File: src/rtl/noc_pkg.sv
// noc_pkg: NoC opcodes, header field layout and header packer.
// Shared by the NoC encoder and decoder.
package noc_pkg;

  localparam logic [2:0] OP_MDATA  = 3'd2;
  localparam logic [2:0] OP_QM     = 3'd3;
  localparam logic [2:0] OP_MPUT   = 3'd4;
  localparam logic [2:0] OP_MGET   = 3'd5;
  localparam logic [2:0] OP_MLOAD  = 3'd6;
  localparam logic [2:0] OP_MSTORE = 3'd7;

  localparam int HDR_DEST_LSB = 0;
  localparam int HDR_OFF_LSB  = 6;
  localparam int HDR_SRC_LSB  = 18;
  localparam int HDR_CODE_LSB = 25;
  localparam int HDR_HL_BIT   = 28;

  function automatic logic [31:0] hdr_pack(
    input logic        hl,
    input logic [2:0]  code,
    input logic [5:0]  src,
    input logic [11:0] off,
    input logic [5:0]  dest
  );
    logic [31:0] h;
    h = '0;
    h[HDR_HL_BIT]          = hl;
    h[HDR_CODE_LSB +: 3]   = code;
    h[HDR_SRC_LSB +: 6]    = src;
    h[HDR_OFF_LSB +: 12]   = off;
    h[HDR_DEST_LSB +: 6]   = dest;
    return h;
  endfunction

  function automatic logic op_ok(input logic [2:0] code);
    return (code == OP_QM) || (code == OP_MPUT) ||
           (code == OP_MGET) || (code == OP_MLOAD) ||
           (code == OP_MSTORE);
  endfunction

  function automatic logic op_read(input logic [2:0] code);
    return (code == OP_MGET) || (code == OP_MLOAD);
  endfunction

  function automatic logic op_waits(input logic [2:0] code);
    return (code == OP_MLOAD) || (code == OP_MSTORE);
  endfunction

  function automatic logic op_wlen(input logic [2:0] code);
    return (code == OP_MPUT) || (code == OP_MSTORE);
  endfunction

endpackage

File: src/rtl/noc_hdr_pack.sv
// noc_hdr_pack: builds header word 1 from registered command fields.
// Long headers carry the burst length inside the offset field.
module noc_hdr_pack
  import noc_pkg::*;
(
  input  logic        hl,
  input  logic [2:0]  code,
  input  logic [5:0]  src_id,
  input  logic [5:0]  dest,
  input  logic [11:0] offset,
  input  logic [3:0]  len,
  output logic [31:0] hdr
);

  logic [11:0] off_sel;

  // Writes put len in header[11:8], reads in header[15:12].
  always_comb begin
    off_sel = offset;
    if (hl) begin
      if (op_wlen(code)) off_sel = {6'h0, len, 2'b00};
      else               off_sel = {2'h0, len, 6'h0};
    end
  end

  assign hdr = hdr_pack(hl, code, src_id, off_sel, dest);

endmodule

File: src/rtl/noc_encoder.sv
// noc_encoder: turns local commands into NoC packets.
// Header(s), then payload or read request; waits for MLOAD/MSTORE replies.
module noc_encoder
  import noc_pkg::*;
#(
  parameter int XY_SZ        = 3,
  parameter int MAX_LEN_LOG2 = 8
) (
  input  logic                 clk_ctrl,
  input  logic                 clk_ctrl_rst,
  input  logic [XY_SZ*2-1:0]   HsrcId,
  input  logic                 cmd_valid,
  output logic                 cmd_ready,
  input  logic [2:0]           cmd_code,
  input  logic                 cmd_long,
  input  logic [5:0]           cmd_dest,
  input  logic [11:0]          cmd_offset,
  input  logic [31:0]          cmd_addr,
  input  logic [3:0]           cmd_len_log2,
  input  logic [31:0]          cmd_ret,
  input  logic                 wr_TVALID,
  input  logic [31:0]          wr_TDATA,
  output logic                 wr_TREADY,
  output logic                 stream_out_TVALID,
  output logic [31:0]          stream_out_TDATA,
  output logic [3:0]           stream_out_TKEEP,
  output logic                 stream_out_TLAST,
  input  logic                 stream_out_TREADY,
  input  logic                 unblock,
  output logic                 blocked,
  output logic                 cmd_err
);

  typedef enum logic [2:0] {
    S_IDLE,
    S_HDR1,
    S_HDR2,
    S_PAYLOAD,
    S_REQ,
    S_WAIT_RESP
  } enc_state_e;

  enc_state_e  state_q, state_d;
  logic        hl_q;
  logic [2:0]  code_q;
  logic [5:0]  dest_q;
  logic [11:0] off_q;
  logic [31:0] addr_q;
  logic [31:0] ret_q;
  logic [3:0]  len_q;
  logic [8:0]  cnt_q;
  logic        err_q;

  logic        accept;
  logic        bad;
  logic        beat;
  logic [5:0]  src_id;
  logic [31:0] hdr_w;
  logic        tvalid;
  logic [31:0] tdata;
  logic        tlast;
  logic        wr_rdy;

  assign src_id = 6'(HsrcId);
  assign accept = cmd_valid && cmd_ready;
  assign bad    = !op_ok(cmd_code) ||
                  (int'(cmd_len_log2) > MAX_LEN_LOG2);
  assign beat   = stream_out_TVALID && stream_out_TREADY;

  noc_hdr_pack u_hdr (
    .hl     (hl_q),
    .code   (code_q),
    .src_id (src_id),
    .dest   (dest_q),
    .offset (off_q),
    .len    (len_q),
    .hdr    (hdr_w)
  );

  // State, captured command and payload beat counter.
  always_ff @(posedge clk_ctrl or posedge clk_ctrl_rst) begin
    if (clk_ctrl_rst) begin
      state_q <= S_IDLE;
      hl_q    <= 1'b0;
      code_q  <= '0;
      dest_q  <= '0;
      off_q   <= '0;
      addr_q  <= '0;
      ret_q   <= '0;
      len_q   <= '0;
      cnt_q   <= '0;
      err_q   <= 1'b0;
    end else begin
      state_q <= state_d;
      err_q   <= accept && bad;
      if (accept && !bad) begin
        hl_q   <= cmd_long && (cmd_code != OP_QM);
        code_q <= cmd_code;
        dest_q <= cmd_dest;
        off_q  <= cmd_offset;
        addr_q <= cmd_addr;
        ret_q  <= cmd_ret;
        len_q  <= cmd_len_log2;
        cnt_q  <= 9'((32'd1 << cmd_len_log2) - 32'd1);
      end else if (state_q == S_PAYLOAD && beat &&
                   cnt_q != 9'd0) begin
        cnt_q <= cnt_q - 9'd1;
      end
    end
  end

  // Next state and stream outputs per state.
  always_comb begin
    state_d = state_q;
    tvalid  = 1'b0;
    tdata   = '0;
    tlast   = 1'b0;
    wr_rdy  = 1'b0;
    unique case (state_q)
      S_IDLE: begin
        if (accept && !bad) state_d = S_HDR1;
      end
      S_HDR1: begin
        tvalid = 1'b1;
        tdata  = hdr_w;
        if (stream_out_TREADY) begin
          if (hl_q)                 state_d = S_HDR2;
          else if (op_read(code_q)) state_d = S_REQ;
          else                      state_d = S_PAYLOAD;
        end
      end
      S_HDR2: begin
        tvalid = 1'b1;
        tdata  = addr_q;
        if (stream_out_TREADY) begin
          if (op_read(code_q)) state_d = S_REQ;
          else                 state_d = S_PAYLOAD;
        end
      end
      S_PAYLOAD: begin
        tvalid = wr_TVALID;
        tdata  = wr_TDATA;
        wr_rdy = stream_out_TREADY;
        tlast  = (cnt_q == 9'd0);
        if (wr_TVALID && stream_out_TREADY &&
            cnt_q == 9'd0) begin
          state_d = op_waits(code_q) ? S_WAIT_RESP : S_IDLE;
        end
      end
      S_REQ: begin
        tvalid = 1'b1;
        tdata  = ret_q;
        tlast  = 1'b1;
        if (stream_out_TREADY) begin
          state_d = op_waits(code_q) ? S_WAIT_RESP : S_IDLE;
        end
      end
      S_WAIT_RESP: begin
        if (unblock) state_d = S_IDLE;
      end
      default: state_d = S_IDLE;
    endcase
  end

  assign blocked           = (state_q == S_WAIT_RESP);
  assign cmd_ready         = (state_q == S_IDLE) && !blocked &&
                             !clk_ctrl_rst;
  assign cmd_err           = err_q;
  assign stream_out_TVALID = tvalid;
  assign stream_out_TDATA  = tdata;
  assign stream_out_TLAST  = tlast;
  assign stream_out_TKEEP  = 4'hF;
  assign wr_TREADY         = wr_rdy;

endmodule

File: config.mk
export PLATFORM = sky130hd
export DESIGN_NAME = noc_encoder
export DESIGN_NICKNAME = d
export VERILOG_FILES = /design/src/rtl/noc_pkg.sv /design/src/rtl/noc_hdr_pack.sv /design/src/rtl/noc_encoder.sv
export SDC_FILE = /design/constraint.sdc
export NUM_CORES = 1
export LEC_CHECK = 0
export ABC_AREA = 1
export CAP_MARGIN = 20
export CORE_MARGIN = 2
export CORE_UTILIZATION = 48
export CTS_CLUSTER_SIZE = 28
export DETAILED_ROUTE_END_ITERATION = 12
export PLACE_DENSITY = 0.79
export SLEW_MARGIN = 20
export SYNTH_ARGS = -nofsm -noshare
export SYNTH_HDL_FRONTEND = slang
export SYNTH_HIERARCHICAL = 1
export SYNTH_SLANG_ARGS = --single-unit
File: constraint.sdc
create_clock -name clk_ctrl -period 5.15 [get_ports clk_ctrl]
set_input_delay 1.03 -clock clk_ctrl [delete_from_list [all_inputs] [get_ports clk_ctrl]]
set_output_delay 1.03 -clock clk_ctrl [all_outputs]
set_load 0.01 [all_outputs]
==> metrics.md <==
| Metric | Value |
|---|---|
| CORE AREA | 0.0116 mm^2 |
| Period utilization | 74.3% |
| Number of max-capacitance violations reported | 0 |
| Element type at the critical path end | output port |
| Drt drc | 0 |
| Final HPWL from detailed placement | 11700 um |
| Register area share after synthesis | 44.8% |
| Synth area leader | sky130_fd_sc_hd__dfrtp_1 |
| Root Buffer | sky130_fd_sc_hd__clkbuf_16 |
| Count of final setup violators | 0 |
| Layout cells sized above 1 | 6.73% |
| Placed cell areas | 0.00738 mm^2 |
| Max incr delay on CP | 0.66 ns |
| Worst-path clk slew | 0.06 ns |
| Nature of the critical path startpoint | flip-flop |
| CTS Buffer Depth | 2 |
| Routed wire per std cell | 15.0 um |
| Worst IR Drop VDD | 289 uV |
| Setup TNS | 0 ns |
| GRT overflow | 0 |
| Number of hold-repair buffers added at the cts stage | 0 |
| Commonest non-fill, non-tap cell in the layout | sky130_fd_sc_hd__nand2_1 |
| Count of nets left with antenna violations after detail routing | 0 |
| Proportion of netlist area held by the largest area contributor | 44.8% |
| CTS tree | built |
| GR Util met2 | 41.4% |
| Unrepaired setup endpoints after global routing | false |
| Post_cts resized | 0 |
| Count of state elements after synthesis | 103 |
| Number of placed instances, taps included | 1048 |
| Met1 track utilization from global routing | 35.8% |
| Slowest library cell on the worst path | sky130_fd_sc_hd__inv_1 |
| Starting utilization of the core area | 49.8% |
| Cell Chain, Critical Path | inv_2, nand3_1, inv_1, buf_4, nand2_1, o2111ai_1, clkdlybuf4s50_1 |
| DIE AREA | 0.0129 mm^2 |
| Buffers on Ports | 171 |
| Maximum number of pins on one net before global-route repair | 108 |
| Setup Skew | 0.00787 ns |
| Hold Vio Cnt, Final | 0 |
| Hold WC Path Type | reg2reg |
| Sinks on the clock net | 103 |
| Cell types with the largest area share after synthesis | sky130_fd_sc_hd__dfrtp_1 45%, sky130_fd_sc_hd__nand2_1 21%, sky130_fd_sc_hd__inv_1 5.5% |
| Diodes inserted | 0 |
| Max-slew violations | 0 |
| Wire length of the first global-routing pass | 26000 um |
| Violation count after the first detailed-route iteration | 382 |
| Placer congestion estimate | 0.921 |
| Total power draw | 4.09 mW |
| Min Hold Slack | 0.472 ns |
| Total Routing Usage GR | 25.6% |
| Synth-to-layout area growth | 33.7% |
| Crit-path max FO | 25 |
| Post-Route WL | 16000 um |
| Number of setup buffers added after CTS | 0 |
| Type of the worst setup path | reg2out |
| Result of the run | completed |
| Number of placement rows | 39 |
| Power density relative to cell area | 532 mW/mm^2 |
| Y dimension of the die | 114 um |
| Fmax | 0.261 GHz |
| Post-route minimum period | 3.83 ns |
| Antenna violations before repair | 0 |
| Fin cells | 1064 |
| Drt first pass iters | 5 |
| Post-Layout Inst Area | 0.00769 mm^2 |
| Total via count after detailed routing | 5364 |
| Horiz. Die Dim | 114 um |
| Signal arrival time at the worst endpoint | 2.80 ns |
| LEAKAGE | 3.67 nW |
| Met3 Usage GRT | 5.74% |
| Number of nets at the end of the flow | 1051 |
| Critical path required time | 4.12 ns |
| Most crowded layer after global routing | met2 |
| Post-Synthesis Cells | 779 |
| Worst-margin pin slew | 0.926 ns |
| Summed instance area of the synthesized netlist | 0.00576 mm^2 |
| Post-Synthesis Mean Instance Area | 7.39 um^2 |
| I/O pin cnt | 176 |
| Remaining max-slew budget at the tightest pin | 38.2% |
| Depth of the CTS H-tree | 3 |
| TritonCTS buffer count | 9 |
| Vias in the first global route | 5209 |
| Average via count per standard cell | 5.04 |
| Number of filler instances in the final layout | 1036 |
| Commonest non-fill, non-tap cells in the layout | 326 x sky130_fd_sc_hd__nand2_1, 171 x sky130_fd_sc_hd__clkdlybuf4s50_1, 103 x sky130_fd_sc_hd__dfrtp_1, 82 x sky130_fd_sc_hd__inv_1, 58 x sky130_fd_sc_hd__o21ai_0 |
| Count of synthesis-stage warnings from yosys | 6 |
| Clock latency reported for the late side of the worst-skew pair | 0.35 ns |
| Number of unique standard cell types used by synthesis | 43 |
cell families (layout without fill, tap and decap cells):
group | after synthesis | after routing | share of synthesized area (%)
and+or+nand+nor | 408 | 408 | 29.8
DFF | 103 | 103 | 44.8
AOI/OAI and AO/OA | 114 | 114 | 12.8
adders and majority gates | 1 | 1 | 0.217
other | 2 | 8 | 0.130
buffers and inverters | 151 | 287 | 12.2
metrics by stage:
stage / util, % / worst slack (ns)
finish: 66.5 / 1.32
global route: 66.5 / 1.18
CTS: 66.5 / 1.29
detailed placement: 63.8 / 1.57
global placement: 63.6 / 1.48
floorplan: - / 0.235
flip-flops by register name, summed over array words and instances (netlist names):
signal and count:
addr_q 32, cmd_err 1, cnt_q 9, code_q 3, dest_q 6, hl_q 1
len_q 4, off_q 12, ret_q 32, state_q 3
power by group:
group          switching, mW  total [mW]  leakage, nW  internal [mW]
logic                   1.08        1.95         2.25          0.871
clock network          0.304       0.722        0.155          0.418
registers              0.225        1.43         1.27           1.20
synth_stat cells, drive strengths merged:
cell type and count:
dfrtp 103, o31ai 1, a22oi 6, nand3b 1, a21oi 4, conb 2, or2 1, nand2 338
o22ai 1, inv 92, o2111ai 22, nand3 24, ha 1, o21ai 65, buf 40, nor4 3
nor3 3, a221oi 4, nor2 36, clkinv 1, a211oi 1, nand4 2, clkbuf 18, a31oi 2
o221ai 6, o21bai 2
layout make-up:
cell class | count | area, um^2 | share of cell area (%)
Tap cell | 143 | 179 | 2.33
Clock inverter | 4 | 51.3 | 0.667
Clock buffer | 12 | 267 | 3.46
Timing Repair Buffer | 178 | 1770 | 23.0
Inverter | 93 | 352 | 4.57
Multi-Input combinational cell | 531 | 2500 | 32.4
Sequential cell | 103 | 2580 | 33.5
final timing paths:
path                         startpoint                   to  slack [ns]  depth (start not counted)
max in group asynchronous  clk_ctrl_rst             off_q[9]        2.69                          4
max reg2reg                  state_q[0]           addr_q[20]        2.69                          5
min reg2reg                    off_q[8]             off_q[8]        0.47                          2
min in group asynchronous  clk_ctrl_rst           state_q[0]        0.92                          2
max                          state_q[2]  stream_out_TDATA[4]        1.32                          7
min                            off_q[8]             off_q[8]        0.47                          2
critical path: cells and delay by family, from the launching register on:
family | cells | cell delay, ns
buf+inv | 4 | 1.72
compound gates | 1 | 0.13
simple gates | 2 | 0.18
flops | 1 | 0.41
routing by layer:
layer  share of wire (%)  wire length [um]
met1                  48              7640
met2                  45              7240
met3                 5.8               928
met4                 1.1               168
met5                   0                 0
Power figures use the tool's default switching activity.
